## src/rtl/uart_tx_arbiter.sv

```systemverilog
// Round-robin arbiter sharing one UART Tx core between NUM_REQ packet sources.
// Each packet is prefixed with the sender id; define ARB_TRAILER_EN to append an XOR checksum.
module uart_tx_arbiter #(
    parameter int unsigned NUM_REQ        = 4,
    parameter logic [7:0]  ID_BASE        = 8'h10,
    parameter int unsigned TIMEOUT_CYCLES = 1024
) (
    input  logic                 clk,
    input  logic                 reset,
    input  logic [NUM_REQ-1:0]   req_valid,
    input  logic [NUM_REQ-1:0]   req_last,
    input  logic [8*NUM_REQ-1:0] req_data,
    output logic [NUM_REQ-1:0]   req_ready,
    output logic [NUM_REQ-1:0]   grant,
    output logic [7:0]           Tx_data,
    output logic                 Tx_start,
    input  logic                 Tx_busy,
    output logic                 timeout_err
);

    localparam int unsigned IdxW = (NUM_REQ > 1) ? $clog2(NUM_REQ) : 1;
    localparam int unsigned CntW = $clog2(TIMEOUT_CYCLES + 1);

    typedef enum logic [2:0] {
        StIdle,
        StHdr,
        StHdrWait,
        StData,
`ifdef ARB_TRAILER_EN
        StDataWait,
        StTrl,
        StTrlWait
`else
        StDataWait
`endif
    } state_e;

    state_e              state_q, state_d;
    logic [IdxW-1:0]     idx_q, idx_d;
    logic [IdxW-1:0]     ptr_q, ptr_d;
    logic [NUM_REQ-1:0]  grant_q, grant_d;
    logic                last_q, last_d;
    logic                first_q, first_d;
    logic [CntW-1:0]     cnt_q, cnt_d;
    logic                err_q, err_d;
`ifdef ARB_TRAILER_EN
    logic [7:0]          csum_q, csum_d;
`endif

    logic                pick_found;
    logic [IdxW-1:0]     pick_idx;
    logic [IdxW-1:0]     cand;
    logic [IdxW-1:0]     nxt_ptr;
    logic [7:0]          lane_data;
    logic                lane_valid;
    logic                lane_last;
    logic [7:0]          hdr_byte;

    assign lane_valid = req_valid[idx_q];
    assign lane_last  = req_last[idx_q];
    assign hdr_byte   = ID_BASE + 8'(idx_q);
    assign nxt_ptr    = (idx_q == IdxW'(NUM_REQ - 1)) ? '0 : idx_q + 1'b1;

    always_comb begin
        lane_data = '0;
        for (int unsigned i = 0; i < NUM_REQ; i++) begin
            if (idx_q == IdxW'(i)) lane_data = req_data[8*i +: 8];
        end
    end

    // First valid requester searching upward from the pointer, wrapping.
    always_comb begin
        pick_found = 1'b0;
        pick_idx   = '0;
        cand       = '0;
        for (int unsigned k = 0; k < NUM_REQ; k++) begin
            cand = IdxW'((int'(ptr_q) + int'(k)) % int'(NUM_REQ));
            if (!pick_found && req_valid[cand]) begin
                pick_found = 1'b1;
                pick_idx   = cand;
            end
        end
    end

    always_ff @(posedge clk or negedge reset) begin
        if (!reset) begin
            state_q <= StIdle;
            idx_q   <= '0;
            ptr_q   <= '0;
            grant_q <= '0;
            last_q  <= 1'b0;
            first_q <= 1'b0;
            cnt_q   <= '0;
            err_q   <= 1'b0;
`ifdef ARB_TRAILER_EN
            csum_q  <= '0;
`endif
        end else begin
            state_q <= state_d;
            idx_q   <= idx_d;
            ptr_q   <= ptr_d;
            grant_q <= grant_d;
            last_q  <= last_d;
            first_q <= first_d;
            cnt_q   <= cnt_d;
            err_q   <= err_d;
`ifdef ARB_TRAILER_EN
            csum_q  <= csum_d;
`endif
        end
    end

    always_comb begin
        state_d = state_q;
        idx_d   = idx_q;
        ptr_d   = ptr_q;
        grant_d = grant_q;
        last_d  = last_q;
        first_d = first_q;
        cnt_d   = cnt_q;
        err_d   = err_q;
`ifdef ARB_TRAILER_EN
        csum_d  = csum_q;
`endif
        case (state_q)
            StIdle: begin
                if (pick_found) begin
                    idx_d             = pick_idx;
                    grant_d           = '0;
                    grant_d[pick_idx] = 1'b1;
                    state_d           = StHdr;
                end
            end
            StHdr: begin
                if (!Tx_busy) begin
                    state_d = StHdrWait;
                    first_d = 1'b1;
`ifdef ARB_TRAILER_EN
                    csum_d  = hdr_byte;
`endif
                end
            end
            // Tx_busy only rises the cycle after Tx_start, so the first wait cycle is blind.
            StHdrWait: begin
                if (first_q) first_d = 1'b0;
                else if (!Tx_busy) state_d = StData;
            end
            StData: begin
                if (lane_valid && !Tx_busy) begin
                    last_d  = lane_last;
                    first_d = 1'b1;
                    cnt_d   = '0;
                    state_d = StDataWait;
`ifdef ARB_TRAILER_EN
                    csum_d  = csum_q ^ lane_data;
`endif
                end else if (!lane_valid) begin
                    if (cnt_q == CntW'(TIMEOUT_CYCLES - 1)) begin
                        err_d   = 1'b1;
                        grant_d = '0;
                        ptr_d   = nxt_ptr;
                        cnt_d   = '0;
                        state_d = StIdle;
                    end else begin
                        cnt_d = cnt_q + 1'b1;
                    end
                end
            end
            StDataWait: begin
                if (first_q) begin
                    first_d = 1'b0;
                end else if (!Tx_busy) begin
                    if (last_q) begin
`ifdef ARB_TRAILER_EN
                        state_d = StTrl;
`else
                        state_d = StIdle;
                        grant_d = '0;
                        ptr_d   = nxt_ptr;
`endif
                    end else begin
                        state_d = StData;
                    end
                end
            end
`ifdef ARB_TRAILER_EN
            StTrl: begin
                if (!Tx_busy) begin
                    state_d = StTrlWait;
                    first_d = 1'b1;
                end
            end
            StTrlWait: begin
                if (first_q) begin
                    first_d = 1'b0;
                end else if (!Tx_busy) begin
                    state_d = StIdle;
                    grant_d = '0;
                    ptr_d   = nxt_ptr;
                end
            end
`endif
            default: state_d = StIdle;
        endcase
    end

    always_comb begin
        Tx_data   = '0;
        Tx_start  = 1'b0;
        req_ready = '0;
        case (state_q)
            StHdr: begin
                if (!Tx_busy) begin
                    Tx_start = 1'b1;
                    Tx_data  = hdr_byte;
                end
            end
            StData: begin
                if (lane_valid && !Tx_busy) begin
                    Tx_start  = 1'b1;
                    Tx_data   = lane_data;
                    req_ready = grant_q;
                end
            end
`ifdef ARB_TRAILER_EN
            StTrl: begin
                if (!Tx_busy) begin
                    Tx_start = 1'b1;
                    Tx_data  = csum_q;
                end
            end
`endif
            default: ;
        endcase
    end

    assign grant       = grant_q;
    assign timeout_err = err_q;

endmodule

```

## config.mk

```make
export PLATFORM = sky130hd
export DESIGN_NAME = uart_tx_arbiter
export DESIGN_NICKNAME = d
export VERILOG_FILES = /design/src/rtl/uart_tx_arbiter.sv
export SDC_FILE = /design/constraint.sdc
export NUM_CORES = 1
export LEC_CHECK = 0
export ABC_AREA = 1
export BUFFER_PORTS_ARGS = -buffer_cell sky130_fd_sc_hd__buf_2
export CORE_ASPECT_RATIO = 1.25
export CORE_MARGIN = 2
export CORE_UTILIZATION = 50
export CTS_CLUSTER_DIAMETER = 200
export DETAILED_ROUTE_END_ITERATION = 7
export GPL_TIMING_DRIVEN = 0
export PLACE_DENSITY_LB_ADDON = 0.12
export SLEW_MARGIN = 5
export SYNTH_ARGS = -nofsm -noshare
export SYNTH_HDL_FRONTEND = slang
export SYNTH_SLANG_ARGS = --single-unit
```

## constraint.sdc

```tcl
create_clock -name clk -period 5.3 [get_ports clk]
set_input_delay 1.06 -clock clk [delete_from_list [all_inputs] [get_ports clk]]
set_output_delay 1.06 -clock clk [all_outputs]
set_load 0.02 [all_outputs]
```

# Yosys cells after proc, flatten, opt, wreduce, memory -nomap -nowiden
# Cells that the tools add are included.
[word_totals]
register_bits = 25
latchBits = 0
mem_bits_rw = 0
mem_bits_ro = 0
output_inout_bits = 18
n_memories = 0
[op_classes]
n_addsub = 6
multipliers = 0
div_mod_pow = 0
order_cmp = 7
n_eq_ne = 22
n_shift = 0
n_mux = 67
bitwise = 2
n_reduce_logical = 23
[ops]
columns = ["op", "count"]
rows = [
  ["8-bit 2-to-1 mux", 5],
  ["4-bit 2-to-1 mux", 9],
  ["11-bit 2-to-1 mux", 3],
  ["3-bit 2-to-1 mux", 9],
  ["2-bit 2-to-1 mux", 12],
  ["2-bit inequality test, second input constant", 11],
  ["2-bit by 3-bit less-than comparator with 1-bit output, second input constant", 6],
  ["8-bit case mux with 2 select lines", 1],
  ["8-bit AND reduction", 2],
  ["1-bit 2-to-1 mux", 15],
  ["3-bit case mux with 5 select lines", 1],
  ["1-bit binary-select mux with 2-bit select", 6],
  ["4-bit case mux with 3 select lines", 1],
  ["11-bit by 1-bit adder with 11-bit output, second input constant", 1],
  ["11-bit by 10-bit equality test with 1-bit output, second input constant", 1],
  ["7-bit AND reduction", 1],
  ["5-bit by 2-bit adder with 6-bit output, first input constant", 1],
  ["3-bit by 2-bit equality test with 1-bit output, second input constant", 2],
  ["6-bit 2-to-1 mux", 1],
  ["3-bit inequality test, second input constant", 2],
  ["2-bit AND reduction", 3],
  ["3-bit nonzero test", 2],
  ["1-bit logical AND", 5],
  ["2-bit by 1-bit adder with 2-bit output, second input constant", 2],
  ["other kinds (19)", 25],
]

# Longest topological paths before layout
[depth]
word_depth = 18
mapped_depth = 12
mapped_depth_nobuf = 12

# Least setup slack after synthesis
# Ideal clock, no wire load.
[synth_timing]
path_type = "input-to-output"
from = "input req_valid[3]"
to = "output Tx_data[0]"
arrival_ns = 1.971
t_required_ns = 4.240
slack_ns = 2.269
path_stages = 5
n_path_buf = 1
path_cell_list = "nand2_1 -> nand3_1 -> nand4_1 -> buf_2 -> o22ai_1"
[synth_between]
elab_chain_len = 5
[synth_rtl]
columns = ["item", "line_no", "rtl"]
rows = [
  ["start: declaration", "10", "input logic [NUM_REQ-1:0] req_valid,"],
  ["1-bit binary-select mux with 2-bit select", "59", "assign lane_valid = req_valid[idx_q];"],
  ["1-bit 2-to-1 mux (implied by the code)", "59", ""],
  ["1-bit logical AND", "219", "if (lane_valid && !Tx_busy) begin"],
  ["8-bit 2-to-1 mux", "219", ""],
  ["8-bit case mux with 2 select lines", "211", "case (state_q)"],
  ["end: declaration", "15", "output logic [7:0] Tx_data,"],
]
# Every way passes these cells. The select of a mux whose other input is x is not followed.

# Final worst setup path
[layout_timing]
from = "register idx_q[1]"
to = "output Tx_data[7]"
[layout_between]
elab_chain_len = 7
[layout_rtl]
columns = ["item", "line_no", "rtl"]
rows = [
  ["start: declaration", "39", "logic [IdxW-1:0] idx_q, idx_d;"],
  ["start signal: assignment", "100", "idx_q <= idx_d;"],
  ["2-bit zero test", "67", "if (idx_q == IdxW'(i)) lane_data = req_data[8*i +: 8];"],
  ["8-bit 2-to-1 mux (4 in series)", "67", ""],
  ["8-bit 2-to-1 mux *", "219", ""],
  ["8-bit case mux with 2 select lines *", "211", ""],
]
# Mark *: on every way between the ends. The rest lies on a longest branch, timed or not. The select of a mux whose other input is x is not followed.

==> results.md <==
* Seq/Total Area, Yosys at a little under a third
* Syn Inst Count at roughly 320
* Worst Tran Pin Value at 0.551 ns
* Clock tree root buffer cell: clkbuf_8
* Die Area at 0.00461 sq mm
* Area Overhead vs Synth at 20.4%
* Cts repair resizes at 0
* Biggest area consumer among synthesized cells: dfrtp_1
* Yosys warns at 0
* Most common library cells after synthesis: nand2_1, inv_1, nor2_1
* Ranking of synthesized cells by area: dfrtp_1, nand2_1, inv_1, nor2_1, nand3_1
* Synth top area share at 30.7%
* Final worst path period share at 65.7%
* Critical path class: reg -> out
* First-pass GRT wire length at ~8.4 mm
* Starting Density at a little over half
* Critical Path Source Type: flip-flop
* Max-Cap Viols at 0
* Worst skew pair latency at 0.26 ns
* Status: finished, final reports clean
* CTS tree: yes
* CTS Buf Count at 3
* Final Core Density at 63.8%
* CTS clk-pin slew, worst paths at approximately 0.090 ns
* Synthesis-stage register bit count at 25
* Cell with the most instances after synthesis: nand2_1
* CP Max Fanout at 9
* Initial antenna violation count at 0
* GR Util All Layers at 23.4%
* DIE WIDTH at 61.1 um
* Die Y at 75.4 um
* DR pass1 iterations at 4
* Antenna cells at 0
* Syn Area/Cell at between 6 and 7 sq um
* RSZ-0062 raised after global routing: false
* Iteration-0 DRC Markers at 63
* Mapped Area at between 0.002 and 0.0025 sq mm
* Setup violators final at 0
* Crit. End Element: primary output
* Sink Count at 25
* Post-Route WL at 4.98 mm
* Setup TNS at 0 ns
* Worst EP required at 4.24 ns
* Boundary Pins at 61
* Fin. Hold Viols at 0
* Most common flop cell mapped by yosys: dfrtp_1
* Vias in the first global route at a little over 2,000
* Slew Viols, Final at 0
* Async SR Flop Fraction at 100%
* Htree depth at 1
* Core area at 0.00385 sq mm
* DRC viols at 0
* CTS Hold Buffers Added at 0
* Via Count at between 2,000 and 2,500
* Largest net degree at the start of global routing at 26
* Gpl congestion at between 0.8 and 0.9
* Gr ovfl total at 0
* Post-synth cell types at 33
* Minimum clock period at 3.48 ns
* Worst vdd ir at ~0.3 mV
* Power Dens Cells at 527 mW/mm^2
* Core Rows at 25
* Layout cell share with drive strength beyond 1 at 23.5%
* Worst Clk Skew at 0.00216 ns
* Max-Slew Margin vs Limit at 63.3%
* Post-CTS setup buffers at 0
* Max Root-Sink Buffers at 2
* Number of routed nets with antenna violations at 0
* Input/output buffers at 60
* Fillers at 386
* CP Data Arrival Time at ~2.4 ns
* Post-Synthesis Net Count at 363
* FMAX at 287 MHz
* Leakage at 1.34 nW
* Dpl hpwl at 4.10 mm
* Post-synth EDFFs at 0
* Via-to-Cell Ratio at 5.14
* Wire per inst at around 12 um
* Worst Hold Class: reg -> reg
* Layout Nets at 428
[placed cells by master, fill, tap and decap left out, types with 4 or more instances in the layout]
| cell type | netlist | layout |
|---|---|---|
| o21ai_0 | 18 | 18 |
| nor2_4 | 4 | 4 |
| inv_1 | 42 | 42 |
| ha_1 | 5 | 5 |
| a21oi_1 | 13 | 13 |
| buf_2 | 1 | 61 |
| nand2_2 | 5 | 5 |
| nand3_1 | 22 | 22 |
| dfrtp_1 | 25 | 25 |
| nand4_1 | 5 | 5 |
| nand2_1 | 85 | 85 |
| a22oi_1 | 6 | 6 |
| nor2_1 | 40 | 40 |
| nor3_1 | 6 | 6 |
[worst max-delay path: stages, from the launching register on]
cell	delay, ns
dfrtp_1	0.43
inv_1	0.16
ha_1	0.21
clkbuf_1	0.20
nor2_1	0.43
a22oi_1	0.14
o21ai_0	0.18
o21ai_0	0.10
nor2_1	0.13
buf_2	0.18
[path summary, 6_finish.rpt]
| path | to | cells after the start | slack, ns | from |
|---|---|---|---|---|
| min in group asynchronous | state_q[1] | 1 | 0.77 | reset |
| worst max register to register | first_q | 8 | 3.55 | idx_q[0] |
| worst min-delay path | timeout_err | 1 | 0.46 | timeout_err |
| worst min register to register | timeout_err | 1 | 0.46 | timeout_err |
| max in group asynchronous | grant[3] | 1 | 4.16 | reset |
| worst max-delay path | Tx_data[7] | 9 | 1.82 | idx_q[1] |
[routing by layer]
| metal | wire length, um | part of all wire, % | vias up | track usage (%) |
|---|---|---|---|---|
| met5 | 0 | 0 | - | 0 |
| met4 | 34 | 0.68 | 0 | 6.04 |
| met3 | 284 | 5.7 | 2 | 2.55 |
| met2 | 2480 | 50 | 72 | 43.0 |
| met1 | 2190 | 44 | 1001 | 28.6 |
| li1 | - | - | 1150 | - |
[sequential cells by signal, summed over array words and instances, names as in the netlist]
signal and flops:
first_q 1, cnt_q 11, grant 4, last_q 1, state_q 3, ptr_q 2
idx_q 2, timeout_err 1
[report_power, final]
group / switching, W / total (W) / internal (W) / leakage, nW
sequential: 0.0000724 / 0.000346 / 0.000273 / 0.320
clock: 0.0000624 / 0.000116 / 0.0000532 / 0.0217
combinational: 0.000542 / 0.000834 / 0.000292 / 0.996
[kinds of logic (layout without fill, tap and decap cells)]
family                     after synthesis  after routing  synth area share [%]
DFF                                     25             25                  30.7
adders and majority gates                5              5                  3.07
and+or+nand+nor                        180            180                  40.7
xor gates and xnor gates                 2              2                 0.859
buffers and inverters                   51            115                  9.88
AOI/OAI and AO/OA                       52             52                  14.8
[final cells by class]
type / count / area [sq um] / area share, %
repair buffers: 60 / 300 / 12.2
multi-input cells: 239 / 1210 / 49.4
plain buffers: 5 / 23.8 / 0.968
clock inverters: 1 / 7.51 / 0.306
well taps: 54 / 67.6 / 2.75
flip-flops and latches: 25 / 626 / 25.5
clock buffers: 3 / 41.3 / 1.68
inverters: 46 / 178 / 7.23
[through the flow]
| stage | hold WS [ns] | cell area (sq um) | std cells | setup WS, ns | total power [W] |
|---|---|---|---|---|---|
| 2_1_floorplan | 0.455 | 2040 | 315 | 2.27 | 0.000990 |
| 3_3_place_gp | 0.439 | 2410 | 429 | 1.99 | 0.00116 |
| 3_5_place_dp | 0.443 | 2410 | 429 | 1.99 | 0.00118 |
| 4_1_cts | 0.466 | 2460 | 433 | 1.85 | 0.00130 |
| 5_1_grt | 0.485 | 2460 | 433 | 1.52 | 0.00145 |
| 6_report | 0.458 | 2460 | 433 | 1.82 | 0.00130 |
Power figures use the tool's default switching activity.
